$ cat config.mk
export PLATFORM = sky130hd
export DESIGN_NAME = instr_encoder
export DESIGN_NICKNAME = d
export VERILOG_FILES = /design/src/rtl/instr_encoder.sv
export SDC_FILE = /design/constraint.sdc
export NUM_CORES = 1
export LEC_CHECK = 0
export ABC_AREA = 1
export CAP_MARGIN = 20
export CORE_UTILIZATION = 43
export CTS_CLUSTER_SIZE = 16
export DETAILED_ROUTE_END_ITERATION = 12
export PLACE_DENSITY = 0.73
export SKIP_LAST_GASP = 1
export SYNTH_ARGS = -nofsm -noshare
export SYNTH_HDL_FRONTEND = slang
export SYNTH_SLANG_ARGS = --single-unit
$ cat constraint.sdc
create_clock -name clk -period 2.1 [get_ports clk]
set_input_delay 0.42 -clock clk [delete_from_list [all_inputs] [get_ports clk]]
set_output_delay 0.42 -clock clk [all_outputs]
set_load 0.02 [all_outputs]
$ cat src/rtl/instr_encoder.sv
// instr_encoder: RV32 field-bundle encoder with immediate-range rejection, 2-entry output FIFO and output address counter
module instr_encoder #(
  parameter logic [31:0] RESET_BASE = 32'h0000_0000
) (
  input  logic        clk,
  input  logic        rst_n,
  input  logic        in_valid,
  output logic        in_ready,
  input  logic [2:0]  in_fmt,
  input  logic [6:0]  in_opcode,
  input  logic [4:0]  in_rd,
  input  logic [4:0]  in_rs1,
  input  logic [4:0]  in_rs2,
  input  logic [2:0]  in_funct3,
  input  logic [6:0]  in_funct7,
  input  logic [31:0] in_imm,
  output logic        out_valid,
  input  logic        out_ready,
  output logic [31:0] out_instr,
  output logic [31:0] out_addr,
  input  logic        base_load,
  input  logic [31:0] base_addr,
  output logic        err,
  output logic [7:0]  err_cnt
);
  logic signed [31:0] simm;
  logic               fits12, fits13, fits21, bad, acc, push, pop, ready_en, wr_ptr, rd_ptr;
  logic [1:0]         count;
  logic [31:0]        enc, addr;
  logic [31:0]        mem [2];
  assign simm      = in_imm;
  assign fits12    = simm >= -32'sd2048 && simm <= 32'sd2047;
  assign fits13    = simm >= -32'sd4096 && simm <= 32'sd4095;
  assign fits21    = simm >= -32'sd1048576 && simm <= 32'sd1048575;
  assign in_ready  = ready_en && count < 2'd2;
  assign acc       = in_valid && in_ready;
  assign push      = acc && !bad;
  assign out_valid = count != 2'd0;
  assign pop       = out_valid && out_ready;
  assign out_instr = out_valid ? mem[rd_ptr] : 32'h0;
  assign out_addr  = addr;
  always_comb begin
    bad = in_fmt == 3'd1 || in_fmt == 3'd2 ? !fits12 :
          in_fmt == 3'd3 ? !fits13 || in_imm[0] :
          in_fmt == 3'd4 ? |in_imm[11:0] :
          in_fmt == 3'd5 ? !fits21 || in_imm[0] :
          in_fmt > 3'd5;
    enc = in_fmt == 3'd0 ? {in_funct7, in_rs2, in_rs1, in_funct3, in_rd, in_opcode} :
          in_fmt == 3'd1 ? {in_imm[11:0], in_rs1, in_funct3, in_rd, in_opcode} :
          in_fmt == 3'd2 ? {in_imm[11:5], in_rs2, in_rs1, in_funct3, in_imm[4:0], in_opcode} :
          in_fmt == 3'd3 ? {in_imm[12], in_imm[10:5], in_rs2, in_rs1, in_funct3, in_imm[4:1], in_imm[11], in_opcode} :
          in_fmt == 3'd4 ? {in_imm[31:12], in_rd, in_opcode} :
          {in_imm[20], in_imm[10:1], in_imm[11], in_imm[19:12], in_rd, in_opcode};
  end
  always_ff @(posedge clk or negedge rst_n) begin
    if (!rst_n) begin
      ready_en <= 1'b0;
      count    <= 2'd0;
      wr_ptr   <= 1'b0;
      rd_ptr   <= 1'b0;
      addr     <= RESET_BASE;
      err      <= 1'b0;
      err_cnt  <= 8'd0;
    end else begin
      ready_en <= 1'b1;
      count    <= count + {1'b0, push} - {1'b0, pop};
      wr_ptr   <= wr_ptr ^ push;
      rd_ptr   <= rd_ptr ^ pop;
      addr     <= base_load ? base_addr : pop ? addr + 32'd4 : addr;
      err      <= acc && bad;
      err_cnt  <= acc && bad && err_cnt != 8'hFF ? err_cnt + 8'd1 : err_cnt;
    end
  end
  always_ff @(posedge clk) begin
    if (push) mem[wr_ptr] <= enc;
  end
endmodule

# After elaboration in Yosys (flattened, before gate mapping)
# Memory sizes are Yosys's and may differ from the RTL's.
# Index checks and enable logic that the tools add are counted.
[op_classes]
n_eq_ne = 6
n_mul = 0
n_lt_le_gt_ge = 8
muxes = 14
shift = 0
n_reduce_logical = 20
n_addsub = 4
bitwise_logic = 2
div = 0
[op_table]
columns = ["cell", "n"]
rows = [
  ["$mux W32", 8],
  ["$add A32 B3 Y32 const B", 1],
  ["$ge A32 B12 Y1 const B", 1],
  ["$ge A32 B13 Y1 const B", 1],
  ["$ge A32 B21 Y1 const B", 1],
  ["$le A32 B12 Y1 const B", 1],
  ["$le A32 B13 Y1 const B", 1],
  ["$le A32 B21 Y1 const B", 1],
  ["$reduce_or A12 Y1", 1],
  ["$logic_and A1 B1 Y1", 9],
  ["$add A8 B1 Y8 const B", 1],
  ["$ne A8 B8 Y1 const B", 1],
  ["$eq A3 B2 Y1 const B", 2],
  ["$eq A3 B3 Y1 const B", 2],
  ["$mux W1", 6],
  ["$logic_not A1 Y1", 4],
  ["$reduce_bool A2 Y1", 2],
  ["$eq A3 B1 Y1 const B", 1],
  ["$gt A3 B3 Y1 const B", 1],
  ["$logic_not A3 Y1", 1],
  ["$logic_or A1 B1 Y1", 3],
  ["$add A2 B1 Y2", 1],
  ["$lt A2 B2 Y1 const B", 1],
  ["$sub A2 B1 Y2", 1],
  ["$xor A1 B1 Y1", 2],
]
[totals]
mem_bits_ro = 0
mem_count = 1
mem_bits_rw = 64
reg_bits = 46
latch_bits = 0
word_cells = 62
output_inout_bits = 75
in_bits = 104
[memory_table]
columns = ["memory", "words", "word_bits", "read_ports", "rd_clocked_by_memory_dff", "write_ports", "line_no", "text"]
rows = [
  ["mem", 2, 32, 1, 0, 1, "30", "logic [31:0] mem [2];"],
]

# Longest topological paths before layout
# Gate-level depths: netlist (run 1).
[logic_depth]
depth_word = 12
ltp_mapped = 12

# Worst setup path after synthesis (run 1)
# Ideal clock, no wire load.
[synth_path]
kind = "in2reg"
startpoint = "input in_fmt[2]"
endpoint = "memory mem[1][0], enable pin"
slack_ns = -0.554
arrival_ns = 2.262
setup_ns = 0.392
t_required_ns = 1.708
cell_stages = 11
path_cell_list = "buf_2 -> nor2_2 -> inv_1 -> nor2_1 -> inv_1 -> nand2_1 -> nand3_1 -> nand3_1 -> buf_4 -> nor2_1 -> ha_1"
[synth_via]
elab_chain_len = 9
[synth_lines]
columns = ["element", "line_no", "text"]
rows = [
  ["from (decl)", "9", "input logic [2:0] in_fmt,"],
  ["$gt A3 B3 Y1 / $eq A3 B3 Y1 (equally long branches)", "47, 46", ""],
  ["$mux W1", "46", "in_fmt == 3'd5 ? !fits21 || in_imm[0] :"],
  ["$mux W1", "45", "in_fmt == 3'd4 ? |in_imm[11:0] :"],
  ["$mux W1", "44", "in_fmt == 3'd3 ? !fits13 || in_imm[0] :"],
  ["$mux W1 (*)", "43", "bad = in_fmt == 3'd1 || in_fmt == 3'd2 ? !fits12 :"],
  ["$logic_not A1 Y1 (*)", "37", "assign push = acc && !bad;"],
  ["$logic_and A1 B1 Y1 (*)", "37", ""],
  ["$mux W1 (*)", "75", "if (push) mem[wr_ptr] <= enc;"],
  ["$mux W1 (implied by the code) (*)", "75", ""],
  ["to (decl)", "30", ""],
]
# Every way passes the cells marked *; elsewhere a longest branch is shown, timed or not.

# Final worst setup path (run 1)
[layout_path]
startpoint = "input in_imm[22]"
endpoint = "memory mem[1][0], enable pin"
[layout_via]
elab_chain_len = 12
[layout_lines]
columns = ["element", "line_no", "text"]
rows = [
  ["from (decl)", "16", "input logic [31:0] in_imm,"],
  ["$ge A32 B21 Y1 / $le A32 B21 Y1 (equally long branches)", "34", "assign fits21 = simm >= -32'sd1048576 && simm <= 32'sd1048575;"],
  ["$logic_and A1 B1 Y1", "34", ""],
  ["$logic_not A1 Y1", "46", ""],
  ["$logic_or A1 B1 Y1", "46", ""],
  ["$mux W1", "46", ""],
  ["$mux W1", "45", ""],
  ["$mux W1", "44", ""],
  ["$mux W1 (*)", "43", ""],
  ["$logic_not A1 Y1 (*)", "37", ""],
  ["$logic_and A1 B1 Y1 (*)", "37", ""],
  ["$mux W1 (*)", "75", ""],
  ["$mux W1 (implied by the code) (*)", "75", ""],
]
# Marks and branches as above.

==> metrics.txt, run 1 <==
Synth cell types=42; core area=approximately 14,000 µm²; hold_buf cts=0; die area=around 15,000 µm²; Arr. time, crit path=~2.1 ns; wire per inst=around 15 µm; Ports=around 180; Synth Cell Area=between 6000 and 7000 µm²; critical path endpoint category=flip-flop; top cell type's share of synthesized area=0.317; TritonCTS clock tree=yes; most common cell in the synthesized netlist=nand2_1; Leak=3.90 nW; top cells by count, synth=nand2_1 (223), nor2_1 (70), inv_1 (66), edfxtp_1 (64), dfrtp_1 (46); design area=9090 µm²; Worst EP required=around 2.2 ns; Max-Cap Viols=0; synth warn=0; Yosys reg bits=110; Root Driver=clkbuf_16; Pint=4.89 mW; post-synthesis sequential area ratio=0.507; Clock Path Buffers=2; Max FO, Critical Path=6; DP Area=approximately 8500 µm²; Gate power share=0.452; Iteration-0 DRC Markers=437; vias per cell=slightly above 5; Die Wd=~120 µm; clk sinks=110; adder-cell share of the synthesized area=0.0124; Simple-Gate Fraction of Synth Area=0.280; TNS Setup=0 ns; Seq pwr share=0.352; Final period util=0.971; Final Max Slew Viols=0; largest area contributor in the netlist=edfxtp_1; Post-route DRC=0; slowest cell delay on critical path=0.27 ns; GPL Wtd Cong=~0.93; Clk pin slew, worst setup/hold paths=approximately 0.080 ns; pin count of the biggest net entering global routing=about 50; post-synthesis mux area share=0.00929; post-route ant nets=0; Synth Area in XOR/XNOR=0.0217; hpwl dp=~14,000 µm; drt pass-1 iters=5; Ant. Diodes=0; power density over the cells=around 900 nW/µm²; Avg Cell Area, Syn=8.21 µm²; initial antenna violation count=0; gr ovfl total=0; Filler cells=between 1k and 1.5k; Min Clock Period, post-route=between 2 and 2.5 ns; status=completed; vias in the first global route=between 5k and 6k; final WL=18,100 µm; Synth Area in Compound Gates=0.107; Clk Latency, worst-skew pair=between 0.3 and 0.4 ns; Final Hold Viols=0; synth top area cells=edfxtp_1 (32%), dfrtp_1 (19%), nand2_1 (14%), nor2_1 (4.3%), inv_1 (4.1%); Clk pwr share=0.197; Vias=a little over 6k; Primary FF master, synth=edfxtp_1; total CTS buffers=9; Async SR Flop Fraction=0.418; crit start category=input pin; Port-buffer cells=approximately 180; Worst Setup Path Type=in -> reg; Mapped Cells=738; Total Nets Final=between 1k and 1.5k; clock skew=about 0.0095 ns; H-Tree Depth=3; worst-path cell chain=dlygate4sd2_1, nor2_2, nand2_1, nor2_2, nand4_1, nand3_2, nand3_4, nor2_4, buf_12, ha_4, buf_6, buf_12; GRT Util Overall=0.252; Area growth syn-to-layout=50.1%; largest family of logic cells by synthesized area=simple AND/OR/NAND/NOR gates; layout cells sized above 1=0.179; Sw Share=0.407; Psw=around 3.4 mW; Max VDD drop=between 0.5 and 0.6 mV; Reg area=~3100 µm²; area taken by multi-input logic gates=between 2000 and 3000 µm²; count of flip-flops with a built-in enable after synthesis=64; Rows=43; Worst Hold Class=in -> async; fmax=slightly below 500 MHz; first-pass GRT wire length=~28,000 µm; CP max stage cell=dlygate4sd2_1; DIE HEIGHT=between 100 and 150 µm; Mapped Nets=between 800 and 900; initial core utilization=0.438; endpoints failing setup=0
==> routing by layer <==
layer,routed length (µm),track usage
met1,7480,0.314
met2,8810,0.431
met3,1310,0.0542
met4,524,0.0887
met5,0,0
==> per-stage QoR <==
stage	std cells	util	hold WS (ns)	worst slack [ns]	power (mW)
4_1_cts	1168	0.653	0.0342	-0.0297	8.30
3_5_place_dp	1130	0.618	0.416	-0.474	6.86
5_1_grt	1172	0.658	0.0556	-0.0434	8.72
6_report	1172	0.658	0.0261	0.0619	8.24
3_3_place_gp	1130	0.618	0.410	-0.448	6.82
2_1_floorplan	738	-	0.124	0.0135	4.87
==> power groups by stage <==
stage / registers, mW / clock network [mW] / logic, mW
after global routing: 2.94 / 1.74 / 4.04
after global placement: 2.94 / 0 / 3.88
final: 2.90 / 1.62 / 3.72
after floorplan: 3.07 / 0 / 1.79
after CTS: 2.90 / 1.66 / 3.75
after detailed placement: 2.94 / 0 / 3.92
==> worst max-delay path, delay by kind of cell <==
family                   cells  cell delay [ns]
buffers and inverters        4             0.61
AND/OR/NAND/NOR              7             0.88
adder cells (fa/ha/maj)      1             0.18
==> placed cells by master, fill, tap and decap left out, types with 12 or more instances in the layout <==
cell type / n
a21oi_1: 43
buf_12: 12
buf_4: 68
clkbuf_2: 22
clkdlybuf4s15_1: 13
clkdlybuf4s50_1: 110
dfrtp_1: 46
dlygate4sd2_1: 21
edfxtp_1: 64
inv_1: 61
nand2_1: 221
nand3_1: 37
nand4_1: 19
nor2_1: 63
nor3_1: 13
o211ai_1: 17
o21ai_0: 29
==> logic make-up (layout without fill, tap and decap cells) <==
logic type,after synthesis,after routing
AND/OR/NAND/NOR,392,392
AO/OA/AOI/OAI,112,112
flip-flops,110,110
buffers and inverters,97,351
XOR/XNOR,15,15
adder cells (fa/ha/maj),6,6
multiplexers,5,5
other,1,1
==> sequential cells by signal (all words and copies together) (netlist names) <==
register / flops
ready_en: 1
rd_ptr: 1
err: 1
out_addr: 32
mem: 64
err_cnt: 8
wr_ptr: 1
count: 2
==> final timing paths <==
kind | end | cells past startpoint | slack (ns) | start
setup / recovery | mem[1][0] | 12 | 0.06 | in_imm[22]
hold / removal | out_addr[24] | 1 | 0.03 | rst_n
setup reg to reg | count[1] | 8 | 0.19 | count[1]
hold reg to reg | out_addr[1] | 2 | 0.48 | out_addr[1]
max in group asynchronous | count[0] | 2 | 1.55 | rst_n
min in group clk | mem[0][25] | 3 | 0.48 | in_imm[5]
==> layout make-up <==
type,instances,area share
Tap cell,180,0.0248
Clock inverter,6,0.00578
Timing Repair Buffer,264,0.277
Clock buffer,10,0.0252
Multi-Input combinational cell,531,0.300
Inverter,71,0.0296
Sequential cell,110,0.338
==> timing repair <==
action | CTS | global route
pin swaps | 16 | 24
endpoints found under the setup margin | 97 | 95
setup buffers | 20 | 4
gates cloned | 2 | 1
resized for setup | 73 | 91
Power figures use the tool's default switching activity.
==> run 2, diff against run 1 <==
==> constraint.sdc (replaced) <==
create_clock -name clk -period 1.8 [get_ports clk]
set_input_delay 0.36 -clock clk [delete_from_list [all_inputs] [get_ports clk]]
set_output_delay 0.36 -clock clk [all_outputs]
set_load 0.02 [all_outputs]
==> run 2 against run 1 <==
Compared with the run above: the run now ends with negative setup slack left; first-iteration DRC count decreased by 2.3%; cell count up 4.4%; total power is 37% higher; sequential power increased by 16%; non-clock buffer count grew 52; design area grew 9.5%; critical endpoint is now out_instr[20].
==> metrics.txt, run 2 (synthesized netlist as in run 1, its figures left out) <==
status=finished with violations; failing checks=negative setup slack; GRT Util Overall=0.274 (+0.0224); Clk Latency, worst-skew pair=0.35 ns (about the same); origin of the worst setup path=rd_ptr; max reg flops=64 (unchanged); Clk pin slew, worst setup/hold paths=0.08 ns (about the same); Final Max Slew Viols=0 (unchanged); TNS Setup=-1.01 ns (-1.01 ns); total CTS buffers=9 (unchanged); wire per inst=16.6 µm (+7.2%); hold_sp=in_imm[17]; DIE HEIGHT=121 µm (unchanged); Psw=4.48 mW (+34%); critical path endpoint category=primary output; RSZ-0062 raised after global routing=yes; Iteration-0 DRC Markers=427 (-2.3%); Clk pwr share=0.176 (-0.021); Worst R2R Start=count[0]; Area growth syn-to-layout=64.3%; GPL Wtd Cong=0.951 (+2.1%); Seq pwr share=0.296 (-0.056); most common cell after layout, fill and taps aside=nand2_1; pin count of the biggest net entering global routing=24 (-51%); initial core utilization=0.438 (unchanged); Max VDD drop=0.629 mV (+23%); Root Driver=clkbuf_16; first-pass GRT wire length=30,500 µm (+7.4%); vias per cell=5.28 (+1.6%); H-Tree Depth=3 (unchanged); Sw Share=0.397 (-0.0102); TritonCTS clock tree=yes; commonest cells after routing, fill and taps aside=nand2_1 (196), buf_4 (134), clkdlybuf4s50_1 (81); Total Nets Final=1,149 (+4.7%); Leak=4.36 nW (+12%); DP Area=8770 µm² (+2.6%); core area=13,800 µm² (unchanged); Setup WS post-layout=-0.0811 ns (-0.143 ns); crit start category=flip-flop; die area=14,600 µm² (unchanged); Min Clock Period, post-route=~1.9 ns; endpoints failing setup=24 (+24); Ant. Diodes=0 (unchanged); post-route ant nets=0 (unchanged); initial antenna violation count=0 (unchanged); Max-Cap Viols=0 (unchanged); Port-buffer cells=178 (unchanged); Ports=179 (unchanged); Worst Setup Path Type=reg -> out; drt pass-1 iters=5 (unchanged); design area=9960 µm² (+9.5%); fmax=~530 MHz; Most flops, register=mem; power density over the cells=1130 nW/µm² (+25%); Rows=43 (unchanged); Final Hold Viols=0 (unchanged); Pint=6.82 mW (+39%); hpwl dp=14,300 µm (+5.6%); Die Wd=121 µm (unchanged); Post-route DRC=0 (unchanged); Worst Hold Class=in -> reg; layout cells sized above 1=0.330 (+0.151); Arr. time, crit path=1.52 ns (-0.58 ns); Max FO, Critical Path=10 (+4); Vias=6,457 (+6.1%); Clock Path Buffers=2 (unchanged); clk sinks=110 (unchanged); final WL=20,300 µm (+12%); Gate power share=0.528 (+0.076); Final period util=1.05; clock skew=0.0128 ns (+0.00332 ns); Worst EP required=1.44 ns (-0.72 ns); gr ovfl total=0 (unchanged); vias in the first global route=6,083 (+6.6%)
==> run 2: cell types whose count changed in the layout (fill, tap and decap cells not counted), sizes merged <==
cell,previous run,this run
clkinv,4,3
dlygate4sd3,0,1
buf,88,185
clkinvlp,2,0
dlygate4sd2,21,25
clkdlybuf4s50,110,81
clkbuf,33,25
clkdlybuf4s15,14,1
dlymetal6s2s,8,11
==> run 2: power by group through the flow <==
stage | Sequential, mW | Clock, mW | Combinational [mW]
global placement | 3.36 | 0 | 4.85
finish | 3.35 | 1.98 | 5.97
detailed placement | 3.37 | 0 | 4.90
CTS | 3.33 | 1.99 | 5.28
global route | 3.39 | 2.08 | 6.34
floorplan | 3.59 | 0 | 2.10
==> run 2: path summary, 6_finish.rpt <==
kind                                  to  slack (ns)  depth (start not counted)
min                           mem[0][17]        0.37                          2
max in group asynchronous    out_addr[2]        0.65                          3
min in group asynchronous   out_addr[11]        0.50                          2
max reg2reg                 out_addr[27]        0.07                         10
max                        out_instr[20]       -0.08                          6
min reg2reg                  out_addr[0]        0.48                          2
==> run 2: cell type report <==
type | count | area [µm²]
sequential | 110 | 3080
fill | 997 | 3870
tap | 180 | 225
timing repair buffer | 316 | 3000
clock inverter | 3 | 23.8
multi-input combinational | 531 | 3090
inverter | 71 | 274
clock buffer | 13 | 272
==> run 2: metrics by stage <==
| stage | utilization | cells | hold slack (ns) | power (mW) | worst slack [ns] |
|---|---|---|---|---|---|
| detailed placement | 0.634 | 1155 | 0.351 | 8.27 | -0.724 |
| global placement | 0.634 | 1155 | 0.347 | 8.22 | -0.724 |
| global route | 0.720 | 1224 | 0.363 | 11.8 | -0.124 |
| finish | 0.720 | 1224 | 0.374 | 11.3 | -0.0811 |
| CTS | 0.686 | 1218 | 0.481 | 10.6 | -0.118 |
| floorplan | - | 738 | 0.0644 | 5.68 | -0.174 |
==> run 2: timing repair <==
| item | 4_1_cts | 5_1_grt |
|---|---|---|
| gates resized for setup | 276 | 201 |
| gates cloned | 3 | 2 |
| setup endpoints to repair | 131 | 137 |
| hold buffers | 1 | 0 |
| setup buffers | 45 | 9 |
| pin swaps | 32 | 50 |
| hold endpoints to repair | 17 | 0 |
==> run 2: routing by layer <==
| layer | up-vias | routed length, µm | GRT usage |
|---|---|---|---|
| met5 | - | 0 | 0 |
| met1 | 3061 | 8160 | 0.332 |
| met4 | 0 | 657 | 0.103 |
| met2 | 260 | 10400 | 0.487 |
| li1 | 3089 | - | - |
| met3 | 47 | 1120 | 0.0472 |
==> run 2: worst max-delay path: stages, from the launching register on <==
cell and delay (ns):
dfrtp_2 0.44, inv_4 0.10, buf_12 0.11, buf_12 0.11, nand2_1 0.06, a21oi_2 0.18
buf_4 0.17
